==> src/rtl/timer_pkg.sv <==
// -----------------------------------------------------------------------------
// timer_pkg
// Shared definitions for the memory-mapped down-counting timer:
//   - FSM state encoding (IDLE/LOAD/CNT/INT)
//   - register offsets within the 16-byte window (addr[3:2])
//   - CTRL bit positions and MODE encodings
// -----------------------------------------------------------------------------
package timer_pkg;

    typedef enum logic [1:0] {
        ST_IDLE = 2'd0,
        ST_LOAD = 2'd1,
        ST_CNT  = 2'd2,
        ST_INT  = 2'd3
    } timer_state_e;

    // Word offsets, compared against addr[3:2]
    localparam logic [1:0] OFF_CTRL   = 2'd0;
    localparam logic [1:0] OFF_PRESET = 2'd1;
    localparam logic [1:0] OFF_COUNT  = 2'd2;

    // CTRL bit positions
    localparam int CTRL_EN      = 0;
    localparam int CTRL_MODE_LO = 1;
    localparam int CTRL_MODE_HI = 2;
    localparam int CTRL_IM      = 3;
    localparam int CTRL_W       = 4;

    // MODE encodings; 2'b10 and 2'b11 behave as one-shot
    localparam logic [1:0] MODE_ONESHOT = 2'b00;
    localparam logic [1:0] MODE_AUTO    = 2'b01;

endpackage

==> src/rtl/timer_counter.sv <==
// -----------------------------------------------------------------------------
// timer_counter
// 32-bit down-counting timer on the CPU data bus. The CPU loads PRESET,
// sets CTRL.EN, and receives irq when the count expires (one-shot or
// auto-reload).
//
// Ports:
//   clk        in   single clock, rising edge
//   reset      in   asynchronous, active-high, clears all state
//   addr[31:0] in   byte address; window selected when addr[31:4]==BASE[31:4]
//   we         in   write strobe
//   byteen[3:0]in   per-byte write enables
//   wdata[31:0]in   write data
//   rdata[31:0]out  combinational read data for addr (0 when not selected)
//   irq        out  registered interrupt request (FLAG & IM)
//   dbg_state  out  current FSM state (timer_state_e encoding)
//
// Bus protocol: there is no valid/ready handshake. A write is accepted on
// every rising edge where the window is selected, we=1 and byteen!=0; it
// never stalls. Reads are combinational and always available.
// -----------------------------------------------------------------------------
module timer_counter
    import timer_pkg::*;
#(
    parameter logic [31:0] BASE = 32'h0000_7f00
) (
    input  logic        clk,
    input  logic        reset,
    input  logic [31:0] addr,
    input  logic        we,
    input  logic [3:0]  byteen,
    input  logic [31:0] wdata,
    output logic [31:0] rdata,
    output logic        irq,
    output logic [1:0]  dbg_state
);

    function automatic logic [31:0] byte_merge(input logic [31:0] old_val,
                                               input logic [31:0] new_val,
                                               input logic [3:0]  be);
        logic [31:0] r;
        r = old_val;
        for (int i = 0; i < 4; i++) begin
            if (be[i]) r[8*i +: 8] = new_val[8*i +: 8];
        end
        return r;
    endfunction

    timer_state_e      state_q, state_d;
    logic [CTRL_W-1:0] ctrl_q, ctrl_d;
    logic [31:0]       preset_q, preset_d;
    logic [31:0]       count_q, count_d;
    logic              flag_q, flag_d;
    logic              irq_q, irq_d;

    logic       sel;
    logic       wr;
    logic       wr_ctrl;
    logic       wr_preset;
    logic       en;
    logic       is_auto;
    logic [1:0] unused_addr;

    assign unused_addr = addr[1:0];

    assign sel       = (addr[31:4] == BASE[31:4]);
    assign wr        = sel && we && (byteen != 4'b0000);
    assign wr_ctrl   = wr && (addr[3:2] == OFF_CTRL);
    assign wr_preset = wr && (addr[3:2] == OFF_PRESET);
    assign en        = ctrl_q[CTRL_EN];
    assign is_auto   = (ctrl_q[CTRL_MODE_HI:CTRL_MODE_LO] == MODE_AUTO);

    always_comb begin
        state_d  = state_q;
        ctrl_d   = ctrl_q;
        preset_d = preset_q;
        count_d  = count_q;
        // One-shot FLAG is acknowledged by any CTRL write; an expiry in the
        // same cycle (below) still sets it so the interrupt is not lost.
        flag_d   = (wr_ctrl && !is_auto) ? 1'b0 : flag_q;

        case (state_q)
            ST_IDLE: begin
                if (en) state_d = ST_LOAD;
            end
            ST_LOAD: begin
                count_d = preset_q;
                state_d = ST_CNT;
            end
            ST_CNT: begin
                if (!en) begin
                    state_d = ST_IDLE;
                end else if (count_q > 32'd1) begin
                    count_d = count_q - 32'd1;
                end else begin
                    // COUNT of 0 or 1 both expire, so PRESET=0 acts like 1
                    count_d = 32'd0;
                    flag_d  = 1'b1;
                    state_d = ST_INT;
                end
            end
            ST_INT: begin
                if (is_auto) flag_d = 1'b0;
                else         ctrl_d[CTRL_EN] = 1'b0;
                state_d = ST_IDLE;
            end
            default: state_d = ST_IDLE;
        endcase

        // CPU writes to CTRL override the FSM's own update of EN
        if (wr_ctrl && byteen[0]) ctrl_d = wdata[CTRL_W-1:0];
        if (wr_preset) preset_d = byte_merge(preset_q, wdata, byteen);

        // irq follows the next-state FLAG/IM so it rises on the expiry edge
        irq_d = flag_d & ctrl_d[CTRL_IM];
    end

    always_ff @(posedge clk or posedge reset) begin
        if (reset) begin
            state_q  <= ST_IDLE;
            ctrl_q   <= '0;
            preset_q <= '0;
            count_q  <= '0;
            flag_q   <= 1'b0;
            irq_q    <= 1'b0;
        end else begin
            state_q  <= state_d;
            ctrl_q   <= ctrl_d;
            preset_q <= preset_d;
            count_q  <= count_d;
            flag_q   <= flag_d;
            irq_q    <= irq_d;
        end
    end

    always_comb begin
        rdata = 32'd0;
        if (sel) begin
            case (addr[3:2])
                OFF_CTRL:   rdata = {{(32-CTRL_W){1'b0}}, ctrl_q};
                OFF_PRESET: rdata = preset_q;
                OFF_COUNT:  rdata = count_q;
                default:    rdata = 32'd0;
            endcase
        end
    end

    assign irq       = irq_q;
    assign dbg_state = state_q;

endmodule

==> config.mk <==
export PLATFORM = sky130hd
export DESIGN_NAME = timer_counter
export DESIGN_NICKNAME = d
export VERILOG_FILES = /design/src/rtl/timer_pkg.sv /design/src/rtl/timer_counter.sv
export SDC_FILE = /design/constraint.sdc
export NUM_CORES = 1
export LEC_CHECK = 0
export BUFFER_PORTS_ARGS = -buffer_cell sky130_fd_sc_hd__clkbuf_2
export CAP_MARGIN = 20
export CELL_PAD_IN_SITES_DETAIL_PLACEMENT = 0
export CELL_PAD_IN_SITES_GLOBAL_PLACEMENT = 1
export CORE_MARGIN = 8
export CORE_UTILIZATION = 40
export DETAILED_ROUTE_END_ITERATION = 12
export PLACE_DENSITY = 0.8
export SYNTH_ARGS = -nofsm -noshare
export SYNTH_HDL_FRONTEND = slang
export SYNTH_SLANG_ARGS = --single-unit
export TNS_END_PERCENT = 50
==> constraint.sdc <==
create_clock -name clk -period 2.64 [get_ports clk]
set_input_delay 0.396 -clock clk [delete_from_list [all_inputs] [get_ports clk]]
set_output_delay 0.396 -clock clk [all_outputs]
set_load 0.1 [all_outputs]
Word level (Yosys, flattened, before mapping). Cells that the tools add are included.

Add/sub/neg operators: 1. $lt $le $gt $ge: 1. Equal/unequal tests: 11. Multiplexer cells: 17. Bitwise logic cells: 1. Reductions and logical operators: 19.

Operator list (number): $mux 32 (3); $pmux 32 s3 (1); $pmux 32 s2 (1); $gt 32x1->1 const B (1); $sub 32x1->32 const B (1); $eq 28x11->1 const B (1); $reduce_and 2->1 (7); $pmux 2 s4 (1); $eq 2x1->1 const B (3); $eq 2x2->1 const B (3); $logic_and 1x1->1 (6); $mux 1 (6); $mux 2 (3); $logic_not 2->1 (2); $mux 4 (1); $ne 2x2->1 const B (2); $reduce_bool 2->1 (2); $reduce_bool 4->1 (1); $ne 3x3->1 const B (1); $ne 2x1->1 const B (1); $pmux 1 s2 (1); $and 1x1->1 (1); $logic_not 1->1 (1).

Register bits: 72. Bits of input ports: 71. Output and inout bits: 35.

Longest topological paths before layout.
Depth in word-level cells: 10. Depth in mapped cells: 8. Gate-level depth less buffers: 7.

Worst setup path before layout. Ideal clock, no wire load.

Kind: input -> output. Start point: input port addr[2]. End point: output port rdata[11]. Data arrival time: 2.828 ns. Slack: -0.584 ns. Cell stages on the path: 6. Cell sequence: clkbuf_1 > nor2b_1 > clkbuf_1 > clkbuf_1 > a22oi_1 > nor2_1.

Longest elaborated chain between the ends: 3. Elaborated cells on any way between the ends: 5. Classes of those cells: eq/ne: 2; mux: 2; reduce/logical: 1.

RTL lines: start: declaration (RTL line timer_counter.sv:29) `input logic [31:0] addr,`; $eq 2x2->1 (tied with other cells) (RTL line timer_counter.sv:139) `case (addr[3:2])`; $pmux 32 s3 * (RTL line timer_counter.sv:139); $mux 32 * (RTL line timer_counter.sv:138) `if (sel) begin`; end: declaration (RTL line timer_counter.sv:33) `output logic [31:0] rdata,`.

Mark *: on every way between the ends. The rest lies on a longest branch, timed or not.

Final worst setup path.
Start point: input port addr[17]. End point: output port rdata[17].

Longest elaborated chain between the ends: 2.

RTL lines: $eq 28x11->1 (RTL line timer_counter.sv:66) `assign sel = (addr[31:4] == BASE[31:4]);`; $mux 32 (RTL line timer_counter.sv:138).

Every way passes these cells.

==> metrics <==
Top Layer Used met4; layout cells sized above 1 40.2%; Mapped Area 4260 um2; status finished, final reports clean; Nets 652; area grow syn2layout 38.5%; die area 14200 um2; P_sw 0.000469 W; # placed instances 704; Pins Over Slew Limit 0; #FFs+latches synth 72; initial DRC count 309; clock share of power 38.7%; Startpoint Class input pin; Ys Warns 0; Final ANT Viol Nets 0; clock latency at the later pin of the worst-skew pair 0.35 ns; vias in the first global route 4513; CP startpoint addr[17]; RSZ-0062 raised after global routing false; post-synthesis sequential area ratio 42.3%; number of port buffers 103; Die Ht 119 um; DR pass1 iterations 5; synth unique cells 55; Pint 0.00151 W; I/O pin cnt 106; most frequent cells in the layout 72 x dfrtp_1, 71 x clkbuf_2, 35 x mux2_2, 35 x buf_12; Reg power frac 55.7%; Final period util 95.1%; Hold Slack 0.0857 ns; async set or reset register ratio after synthesis 100%; post-route cell area 5900 um2; total number of vias 4193; Setup Skew 0.0108 ns; largest net degree at the start of global routing 49; dpl cell area 5750 um2; Pleak 2.66 nW; CTS root buf clkbuf_8; CTS buffer count 9; Post-Synthesis Cells 458; R2R Path Start count_q[1]; maximum VDD drop 0.179 mV; clock sinks 72; crit-path max cell delay 0.44 ns; crit path kind input pin to output pin; Tightest Pin Transition 0.709 ns; wire per inst 18.8 um; clk buf depth 2; met2 WL post-DR 6470 um; CP max stage cell or2_2; Remaining Overflow, GRT 0; Hold Buf Count CTS 0; CP Cell Sequence clkbuf_2 -> nor4b_1 -> nand4_1 -> or2_2 -> buf_4 -> nor2_2 -> buf_12; TNS Setup 0 ns; Req. time, crit path 2.24 ns; critical path fanouts, max 17; switch share 23.7%; Most used DFF post-synth dfrtp_1; GRT Resource Usage Total 19.3%; # setup viols final 0; initial antenna violation count 0; Die Wd 119 um; arrival time worst endpoint 2.12 ns; number of enable flip-flop cells after synthesis 0; maxcap violations 0; core area 10300 um2; most common cell after layout, fill and taps aside dfrtp_1; slew margin rel. 52.6%; final hold viol count 0; DRC 0; clk slew on worst S/H paths 0.07 ns; Detailed Place HPWL 10200 um; M1 WL 6010 um; fmax 398 MHz; met3 WL 772 um; Worst Setup End Kind output pin; setup bufs post-CTS 0; Hold Crit Class input pin to async pin; Post-Syn Area per Cell 9.30 um2; standard-cell row count 37; cts repair resizes 0; final non-filler cell total 718; H-tree Lvls 3; first-pass GRT wire length 22700 um; PwrDens 335 nW/um2; WL final 13500 um; CTS tree built; Initial Util 41.3%; antenna cells 0; Tmin final 2.51 ns; Placer Congestion 0.905; via/cell ratio 5.84; syn nets 531; Logic pwr share 5.6%
-- power by group through the flow --
stage / Clock, W / Sequential, W / Combinational, W
after floorplan: 0 / 0.00112 / 0.0000407
after global placement: 0 / 0.00112 / 0.000111
after detailed placement: 0 / 0.00112 / 0.000113
after CTS: 0.000770 / 0.00110 / 0.000113
after global routing: 0.000828 / 0.00110 / 0.000123
final: 0.000765 / 0.00110 / 0.000110
-- area by class of cell --
type,instances,area (um2)
inverters,12,45.0
repair buffers,138,1300
multi-input cells,346,2430
clock inverters,1,5.00
flip-flops and latches,72,1800
clock buffers,13,149
well taps,136,170
fillers,951,4420
-- layer usage --
layer	up-vias	GRT usage, %
met5	-	0
met4	0	5.93
met3	22	4.49
met2	143	31.3
met1	2042	25.0
li1	1986	-
-- cell usage after synthesis, types with 2 or more instances --
cell      instances  area [um2]
or4_4             3        33.8
a21oi_1          22         110
nor3_2            5        50.1
a31oi_1           5        31.3
inv_1            12        45.0
mux2i_1           5        50.1
o21ai_0          11        55.1
o211ai_1          9        67.6
ha_1              2        25.0
buf_2             2        10.0
nor2b_1           4        25.0
nand3b_1          2        15.0
clkbuf_1         24        90.1
nand3_1          19        95.1
a22oi_1          32         240
o21ai_1           2        10.0
o41ai_1           3        26.3
or4_1             4        30.0
mux2_2           35         394
and2_1            3        18.8
nor4_2            2        25.0
nand4_1          13        81.3
or2_2             4        25.0
or3_1             6        37.5
and3_1            9        56.3
o311ai_0          9        78.8
dfrtp_1          72        1800
nand2_1          28         105
o221ai_1          3        26.3
nor2_1           52         195
nand2b_1          6        37.5
o31ai_1           8        60.1
nor4b_1           3        26.3
nor3_1           10        50.1
nor4_1            8        50.1
a22o_1            2        17.5
-- registers in the layout, indices dropped and copies added, names as in the netlist --
name,count
irq,1
count_q,32
ctrl_q,4
dbg_state,2
preset_q,32
flag_q,1
-- path summary, 6_finish.rpt --
path                                end  slack (ns)  depth (start not counted)
min in group clk           preset_q[20]        0.27                          2
max in group asynchronous  preset_q[22]        1.89                          3
setup / recovery              rdata[17]        0.13                          7
hold reg to reg             count_q[29]        0.53                          2
setup reg to reg            count_q[24]        0.22                          7
hold / removal              preset_q[9]        0.09                          2
-- critical path, delay by kind of cell --
kind | cells | cell delay (ns)
AND/OR/NAND/NOR | 4 | 1.13
buffers and inverters | 3 | 0.55
-- cells by family after synthesis --
group / count (synthesis) / share of synthesized area [%]
adder cells (fa/ha/maj): 2 / 0.587
flip-flops: 72 / 42.3
AND/OR/NAND/NOR: 188 / 24.0
AO/OA/AOI/OAI: 116 / 18.9
buffers and inverters: 40 / 3.76
multiplexers: 40 / 10.4
-- through the flow --
stage          setup WS, ns  total power [W]  util [%]
2_1_floorplan        -0.273          0.00116         -
3_3_place_gp          0.187          0.00123      55.7
3_5_place_dp          0.102          0.00124      55.7
4_1_cts              0.0935          0.00198      57.2
5_1_grt              0.0349          0.00205      57.2
6_report              0.129          0.00198      57.2
Power figures use the tool's default switching activity.
